`src/rtl/spi_dual_arbiter.sv`:
```
// Shares one SPI mode-0 shift engine between a flash and a g-sensor requester, whole SS_n frames round-robin.
// Latency: SS_n falls one cycle after a request is seen; each byte takes 16*CLK_DIV cycles plus one LOAD cycle.
// Backpressure: rN_ready only in LOAD for the granted port; rvalid cannot be stalled; a waiting port is never touched.
module spi_dual_arbiter #(
    parameter int CLK_DIV  = 4,
    parameter int CS_SETUP = 2,
    parameter int CS_HOLD  = 2,
    parameter int CS_GAP   = 4
) (
    input  logic       clk_in_clk,
    input  logic       reset_reset_n,
    input  logic       r0_valid,
    input  logic [7:0] r0_data,
    input  logic       r0_last,
    output logic       r0_ready,
    output logic       r0_rvalid,
    output logic [7:0] r0_rdata,
    input  logic       r1_valid,
    input  logic [7:0] r1_data,
    input  logic       r1_last,
    output logic       r1_ready,
    output logic       r1_rvalid,
    output logic [7:0] r1_rdata,
    output logic       spi_flash_SCLK,
    output logic       spi_flash_MOSI,
    output logic       spi_flash_SS_n,
    input  logic       spi_flash_MISO,
    output logic       spi_g_sen_SCLK,
    output logic       spi_g_sen_MOSI,
    output logic       spi_g_sen_SS_n,
    input  logic       spi_g_sen_MISO,
    output logic       busy
);

    typedef enum logic [2:0] {
        S_IDLE, S_SETUP, S_LOAD, S_SHIFT, S_HOLD, S_GAP
    } state_t;

    state_t      r_state, w_state_nxt;
    logic        r_grant, w_grant_nxt;
    logic        r_rr_last;
    logic [15:0] r_cnt;
    logic        r_sclk, r_cs, r_last_byte;
    logic [3:0]  r_edge;
    logic [7:0]  r_tx, r_rx;
    logic [1:0]  r_rvalid;
    logic [7:0]  r_rdata0, r_rdata1;

    logic        w_gvalid, w_glast, w_miso, w_div_tick, w_byte_done;
    logic [7:0]  w_gdata;
    logic        w_fl_sel, w_gs_sel;

    assign w_gvalid    = r_grant ? r1_valid : r0_valid;
    assign w_gdata     = r_grant ? r1_data  : r0_data;
    assign w_glast     = r_grant ? r1_last  : r0_last;
    assign w_miso      = r_grant ? spi_g_sen_MISO : spi_flash_MISO;
    assign w_div_tick  = (r_cnt == 16'(CLK_DIV - 1));
    // Edge 15 is the 8th falling edge: the byte is complete there.
    assign w_byte_done = (r_state == S_SHIFT) && w_div_tick && r_sclk && (r_edge == 4'd15);

    always_ff @(posedge clk_in_clk or negedge reset_reset_n) begin
        if (!reset_reset_n) r_state <= S_IDLE;
        else                r_state <= w_state_nxt;
    end

    always_comb begin
        w_state_nxt = r_state;
        w_grant_nxt = r_grant;
        case (r_state)
            S_IDLE: begin
                if (r0_valid || r1_valid) begin
                    w_state_nxt = S_SETUP;
                    if (r0_valid && r1_valid) w_grant_nxt = ~r_rr_last;
                    else                      w_grant_nxt = r1_valid;
                end
            end
            S_SETUP: if (r_cnt == 16'(CS_SETUP - 1)) w_state_nxt = S_LOAD;
            S_LOAD:  if (w_gvalid) w_state_nxt = S_SHIFT;
            S_SHIFT: if (w_byte_done) w_state_nxt = r_last_byte ? S_HOLD : S_LOAD;
            S_HOLD:  if (r_cnt == 16'(CS_HOLD - 1)) w_state_nxt = S_GAP;
            S_GAP:   if (r_cnt == 16'(CS_GAP - 1)) w_state_nxt = S_IDLE;
            default: w_state_nxt = S_IDLE;
        endcase
    end

    always_ff @(posedge clk_in_clk or negedge reset_reset_n) begin
        if (!reset_reset_n) begin
            r_grant     <= 1'b0;
            r_rr_last   <= 1'b1;
            r_cnt       <= '0;
            r_sclk      <= 1'b0;
            r_cs        <= 1'b0;
            r_last_byte <= 1'b0;
            r_edge      <= '0;
            r_tx        <= '0;
            r_rx        <= '0;
            r_rvalid    <= '0;
            r_rdata0    <= '0;
            r_rdata1    <= '0;
        end else begin
            r_rvalid <= 2'b00;
            // Chip select follows the next state so SS_n moves on the SETUP and GAP entry edges.
            r_cs     <= (w_state_nxt != S_IDLE) && (w_state_nxt != S_GAP);

            if (w_state_nxt != r_state)
                r_cnt <= '0;
            else if (r_state == S_SHIFT && w_div_tick)
                r_cnt <= '0;
            else if (r_state != S_IDLE && r_state != S_LOAD)
                r_cnt <= r_cnt + 16'd1;

            case (r_state)
                S_IDLE: if (w_state_nxt == S_SETUP) r_grant <= w_grant_nxt;
                S_LOAD: begin
                    if (w_gvalid) begin
                        r_tx        <= w_gdata;
                        r_last_byte <= w_glast;
                        r_edge      <= '0;
                        r_sclk      <= 1'b0;
                    end
                end
                S_SHIFT: begin
                    if (w_div_tick) begin
                        r_sclk <= ~r_sclk;
                        r_edge <= r_edge + 4'd1;
                        if (!r_sclk) begin
                            r_rx <= {r_rx[6:0], w_miso};
                        end else if (r_edge != 4'd15) begin
                            r_tx <= {r_tx[6:0], 1'b0};
                        end else begin
                            r_rvalid[r_grant] <= 1'b1;
                            if (r_grant) r_rdata1 <= r_rx;
                            else         r_rdata0 <= r_rx;
                        end
                    end
                end
                S_GAP: if (w_state_nxt == S_IDLE) r_rr_last <= r_grant;
                default: ;
            endcase
        end
    end

    assign w_fl_sel       = r_cs && !r_grant;
    assign w_gs_sel       = r_cs && r_grant;
    assign spi_flash_SS_n = ~w_fl_sel;
    assign spi_flash_SCLK = w_fl_sel & r_sclk;
    assign spi_flash_MOSI = w_fl_sel & r_tx[7];
    assign spi_g_sen_SS_n = ~w_gs_sel;
    assign spi_g_sen_SCLK = w_gs_sel & r_sclk;
    assign spi_g_sen_MOSI = w_gs_sel & r_tx[7];

    assign r0_ready  = (r_state == S_LOAD) && !r_grant;
    assign r1_ready  = (r_state == S_LOAD) && r_grant;
    assign r0_rvalid = r_rvalid[0];
    assign r1_rvalid = r_rvalid[1];
    assign r0_rdata  = r_rdata0;
    assign r1_rdata  = r_rdata1;
    assign busy      = (r_state != S_IDLE);

endmodule

```
`config.mk`:
```
export PLATFORM = sky130hd
export DESIGN_NAME = spi_dual_arbiter
export DESIGN_NICKNAME = d
export VERILOG_FILES = /design/src/rtl/spi_dual_arbiter.sv
export SDC_FILE = /design/constraint.sdc
export NUM_CORES = 1
export LEC_CHECK = 0
export ABC_AREA = 1
export CORE_ASPECT_RATIO = 1.1
export CORE_UTILIZATION = 57
export CTS_CLUSTER_DIAMETER = 200
export CTS_CLUSTER_SIZE = 14
export DETAILED_ROUTE_END_ITERATION = 7
export PLACE_DENSITY = 0.84
export RECOVER_POWER = 100
export SYNTH_ARGS = -nofsm -noshare
export SYNTH_HDL_FRONTEND = slang
export SYNTH_SLANG_ARGS = --single-unit
```
`constraint.sdc`:
```
create_clock -name clk_in_clk -period 3.4 [get_ports clk_in_clk]
set_input_delay 0.68 -clock clk_in_clk [delete_from_list [all_inputs] [get_ports clk_in_clk]]
set_output_delay 0.68 -clock clk_in_clk [all_outputs]
set_load 0.005 [all_outputs]
```
Word level (Yosys, flattened, before mapping):

Cells that the tools add are included.
Widths: inputs -> output; s select.

* bits in registers: 62

* $add $sub $neg: 2
* magnitude comparators: 2
* equal/unequal tests: 17
* muxes and demuxes: 33
* bitwise logic cells: 10
* reductions and logical operators: 27

Operators with widths (number)
* $mux 16: 3
* $mux 8: 5
* $mux 3: 7
* $pmux 3 s6: 1
* $add 16x1->16 const B: 1
* $eq 16x1->1 const B: 1
* $eq 16x2->1 const B: 1
* $pmux 8 s2: 1
* $reduce_and 5->1: 3
* $logic_and 1x1->1: 11
* $reduce_and 3->1: 3
* $reduce_bool 3->1: 3
* $mux 2: 4
* $mux 4: 2
* $pmux 4 s2: 1
* $mux 1: 7
* $eq 3x1->1 const B: 2
* $eq 3x2->1 const B: 2
* $eq 3x3->1 const B: 2
* $logic_not 3->1: 2
* $ne 2x2->1 const B: 3
* $not 1->1: 6
* $add 4x1->4 const B: 1
* $and 1x1->1: 4
* 14 further kinds: 15

Longest topological paths before layout:

* word-level depth: 8
* gate-level depth with buffers: 13
* mapped depth without buffers: 12

Worst setup path after synthesis:

No wires, ideal clock.

* kind: register to output
* from: register r_grant
* to: output port spi_flash_MOSI
* data arrival time: 1.072 ns
* data required time: 2.720 ns
* setup slack: 1.648 ns
* stages on the path, launching flop included: 5
* buffers on the path: 1
* cell sequence: dfrtp_1 inv_2 clkbuf_1 nand2_1 nor2_1

* word-level cells in the longest chain between the ends: 3

Ends and longest elaborated chain
* start, declared: RTL line 40 `logic r_grant, w_grant_nxt;`
* start signal, assigned: RTL line 113 `S_IDLE: if (w_state_nxt == S_SETUP) r_grant <= w_grant_nxt;`
* $logic_not 1->1: RTL line 143 `assign w_fl_sel = r_cs && !r_grant;`
* $logic_and 1x1->1: RTL line 143
* $and 1x1->1: RTL line 147 `assign spi_flash_MOSI = w_fl_sel & r_tx[7];`
* end, declared: RTL line 25 `output logic spi_flash_MOSI,`

No other way between the ends.

Worst setup path in the final report:

Same ends and word-level chain as after synthesis.

==> flow_summary.toml <==
[synthesis]
yosysSeqAreaShare_pct = 49.48
synth.avg_cell_area_um2 = 8.280
mapped_nets = 406
netlist_instances = 379
syn_area_um2 = 3138
post_synth_num_cell_types = 35
synth-warning-count = 0
synth-seq-cells = 62

[worst_setup_path]
cp_num_buf_inv = 2
critical_path_peak_fanout = 15
cpMaxStageDelayCell = "sky130_fd_sc_hd__dfrtp_1"
ff2ff_setup_slack_ns = 0.65
path_depth = 4
crit_path_end_kind = "primary output"
cpLargestDelayFamily = "buffers and inverters"
timing.reg2reg.worst_path_depth = 10
timing.rr.end = "r_tx[7]"
crit_path_cell_trace = "inv_1, nand2_1, nor2_1, dlygate4sd3_1"
worst_ep_arrival_time_ns = 2.32
critPathKind = "flip-flop to primary output"
max_stage_delay_ns = 0.70
crit_start = "r_grant"
reg_to_reg_startpoint = "r_grant"
category_of_the_worst_setup_path_launch_point = "flip-flop"
critical_path_required_ns = 2.72
cp-endpoint = "spi_flash_MOSI"

[grt]
antenna_found_initial = 0
grt_start_max_net_pins = 48
vias_in_the_first_global_route = 2603
grt_util_all_layers_pct = 26.15
grt_pass1_wl_um = 11460
grt.overflow.total = 0

[power_and_ir_drop]
power_leakage_nw = 1.847
vdd_ir_drop_max_mv = 0.4885
power.density_cell_area_nw_per_um2 = 633.0
total_power_w = 0.002404

[place]
globalplace.congestion = 0.8358
dp_hpwl_um = 4580
io_buffers = 50

[clocking]
cts_hold_buffers = 0
post_cts.repair.setup_buffers = 0
cts_tree = "yes"
cts.sink_count = 62
post_cts_clock_slew_at_the_launch_and_capture_registers_of_the_worst_setup_and_hold_paths_ns = 0.08
cts_buffer_depth = 2
htree_num_levels = 3
ctsRootBufferMaster = "sky130_fd_sc_hd__clkbuf_8"
clock_latency_ns = 0.35
cts_resized = 0
cts-buffers-inserted = 9

[sta]
report.final.hold_viol_count = 0
fin_crit_ns = 3.000
rsz0062_at_grt = "false"
drv_slew = 0
finalClockSkew_ns = 0.01195
setup_viol = 0
max_transition_margin_pct = 23.75
timing_worst_slew_pin_value_ns = 1.144
max_freq_ghz = 0.3333
totalNegativeSetupSlack_ns = 0
final.period_utilization_pct = 88.25

[final_layout]
filler_cell_count = 428
fin_util_pct = 73.95
multi_input_area_um2 = 1319
register_area_um2 = 1553
area_growth_pct = 21.01
drive_gt1_share_pct = 7.078
n_antenna_cell = 0
nNetsFinal = 460

[run_status]
outcome = "finished, final reports clean"

[detailed_routing]
num_vias = 2677
detail_route.first_pass.iterations = 5
drc = 0
drt-vias-per-instance = 5.249
route.antenna.remaining_nets = 0
postRouteWirelength_um = 6538
initialDrtViolationCount = 206
wl_per_cell_um = 12.82

[floorplanning]
die_h_um = 79.82
initial_utilization_pct = 61.11
die-area_um2 = 5807
floorplan.rows = 27
pin_count = 51
fp.dieW_um = 72.75
placeableCoreArea_um2 = 5135

[job]
drv_cap = 0

[min_path]
worst_hold_path_type = "primary input to async pin"
==> layer usage <==
| metal | GRT usage (%) | part of all wire [%] | vias to the layer above | wire length (um) |
|---|---|---|---|---|
| li1 | - | - | 1331 | - |
| met1 | 34.00 | 45 | 1249 | 2970 |
| met2 | 41.87 | 48 | 86 | 3140 |
| met3 | 4.545 | 4.6 | 11 | 302 |
| met4 | 13.33 | 1.9 | 0 | 124 |
| met5 | 0 | 0 | - | 0 |
==> synthesized netlist by cell type (all sizes together) <==
| master | n | area [um2] |
|---|---|---|
| dfstp | 1 | 26.28 |
| buf | 2 | 25.02 |
| nor3 | 3 | 20.02 |
| o21ai | 30 | 153.9 |
| xor2 | 12 | 105.1 |
| clkbuf | 6 | 22.52 |
| nand4 | 7 | 43.79 |
| ha | 3 | 37.54 |
| dfrtp | 61 | 1526 |
| inv | 37 | 138.9 |
| and2 | 1 | 6.260 |
| nand3 | 26 | 157.7 |
| o211ai | 1 | 7.510 |
| nor2 | 57 | 264.0 |
| nor4 | 1 | 6.260 |
| o31ai | 4 | 30.03 |
| or2 | 1 | 6.260 |
| a21oi | 6 | 33.78 |
| a31oi | 7 | 43.79 |
| xnor2 | 3 | 26.28 |
| nand3b | 1 | 7.510 |
| nand2 | 107 | 429.2 |
| mux2i | 2 | 20.02 |
==> kinds of logic (layout without fill, tap and decap cells) <==
| group | after synthesis | after routing | synth area share [%] |
|---|---|---|---|
| and+or+nand+nor | 204 | 204 | 29.98 |
| buffers and inverters | 45 | 104 | 5.941 |
| AOI/OAI and AO/OA | 48 | 48 | 8.573 |
| xor gates and xnor gates | 15 | 15 | 4.187 |
| muxes | 2 | 2 | 0.6380 |
| adders and majority gates | 3 | 3 | 1.196 |
| DFF | 62 | 62 | 49.48 |
==> state kept, by name, indices dropped and copies added, names as in the netlist <==
signal and count:
r_grant 1, r_rx 8, r_rvalid 2, r_last_byte 1, r_sclk 1, r_cnt 16, r1_rdata 8, r0_rdata 8
r_edge 4, r_tx 8, r_rr_last 1, r_cs 1, r_state 3
==> where the power goes <==
part	total, W	switching, W	internal, W
registers	0.000955	0.000112	0.000843
clock network	0.000642	0.000302	0.000340
logic	0.000806	0.000531	0.000275
total	0.00240	0.000945	0.00146
==> through the flow <==
step | instance area, um2 | worst slack (ns) | std cells | hold slack, ns
2_1_floorplan | 3138 | 1.648 | 379 | 0.3844
3_3_place_gp | 3684 | 1.031 | 494 | 0.4601
3_5_place_dp | 3684 | 0.9898 | 494 | 0.4596
4_1_cts | 3881 | 0.6407 | 510 | 0.2414
5_1_grt | 3797 | 0.2759 | 510 | 0.4911
6_report | 3797 | 0.3996 | 510 | 0.4360
==> layout by cell type, fill, tap and decap left out, types with 2 or more instances in the layout <==
cell type                         instances
sky130_fd_sc_hd__inv_1                   34
sky130_fd_sc_hd__dfrtp_1                 61
sky130_fd_sc_hd__clkinv_4                 2
sky130_fd_sc_hd__nor3_1                   2
sky130_fd_sc_hd__mux2i_1                  2
sky130_fd_sc_hd__clkbuf_8                 9
sky130_fd_sc_hd__clkdlybuf4s50_1         23
sky130_fd_sc_hd__a21oi_1                  6
sky130_fd_sc_hd__nand4_1                  7
sky130_fd_sc_hd__nor2_2                   5
sky130_fd_sc_hd__clkinv_2                 2
sky130_fd_sc_hd__ha_1                     3
sky130_fd_sc_hd__dlygate4sd3_1           26
sky130_fd_sc_hd__o31ai_1                  4
sky130_fd_sc_hd__xor2_1                  12
sky130_fd_sc_hd__inv_2                    3
sky130_fd_sc_hd__a31oi_1                  7
sky130_fd_sc_hd__nand3_1                 25
sky130_fd_sc_hd__o21ai_0                 28
sky130_fd_sc_hd__nand2_1                106
sky130_fd_sc_hd__o21ai_1                  2
sky130_fd_sc_hd__xnor2_1                  3
sky130_fd_sc_hd__nor2_1                  51
==> layout make-up <==
| class | count | area share (%) |
|---|---|---|
| clock buffers | 9 | 3.262 |
| clock inverters | 7 | 1.944 |
| inverters | 37 | 3.657 |
| multi-input cells | 272 | 34.73 |
| flip-flops and latches | 62 | 40.89 |
| well taps | 72 | 2.372 |
| repair buffers | 51 | 13.15 |
==> how the worst min path moves through the flow <==
stage	cells after the start	end
after global routing	2	r_rr_last
after CTS	1	r_tx[7]
final	1	r_tx[7]
after detailed placement	2	r_rr_last
after global placement	2	r_rx[6]
after floorplan	0	r0_rdata[0]
Power figures use the tool's default switching activity.
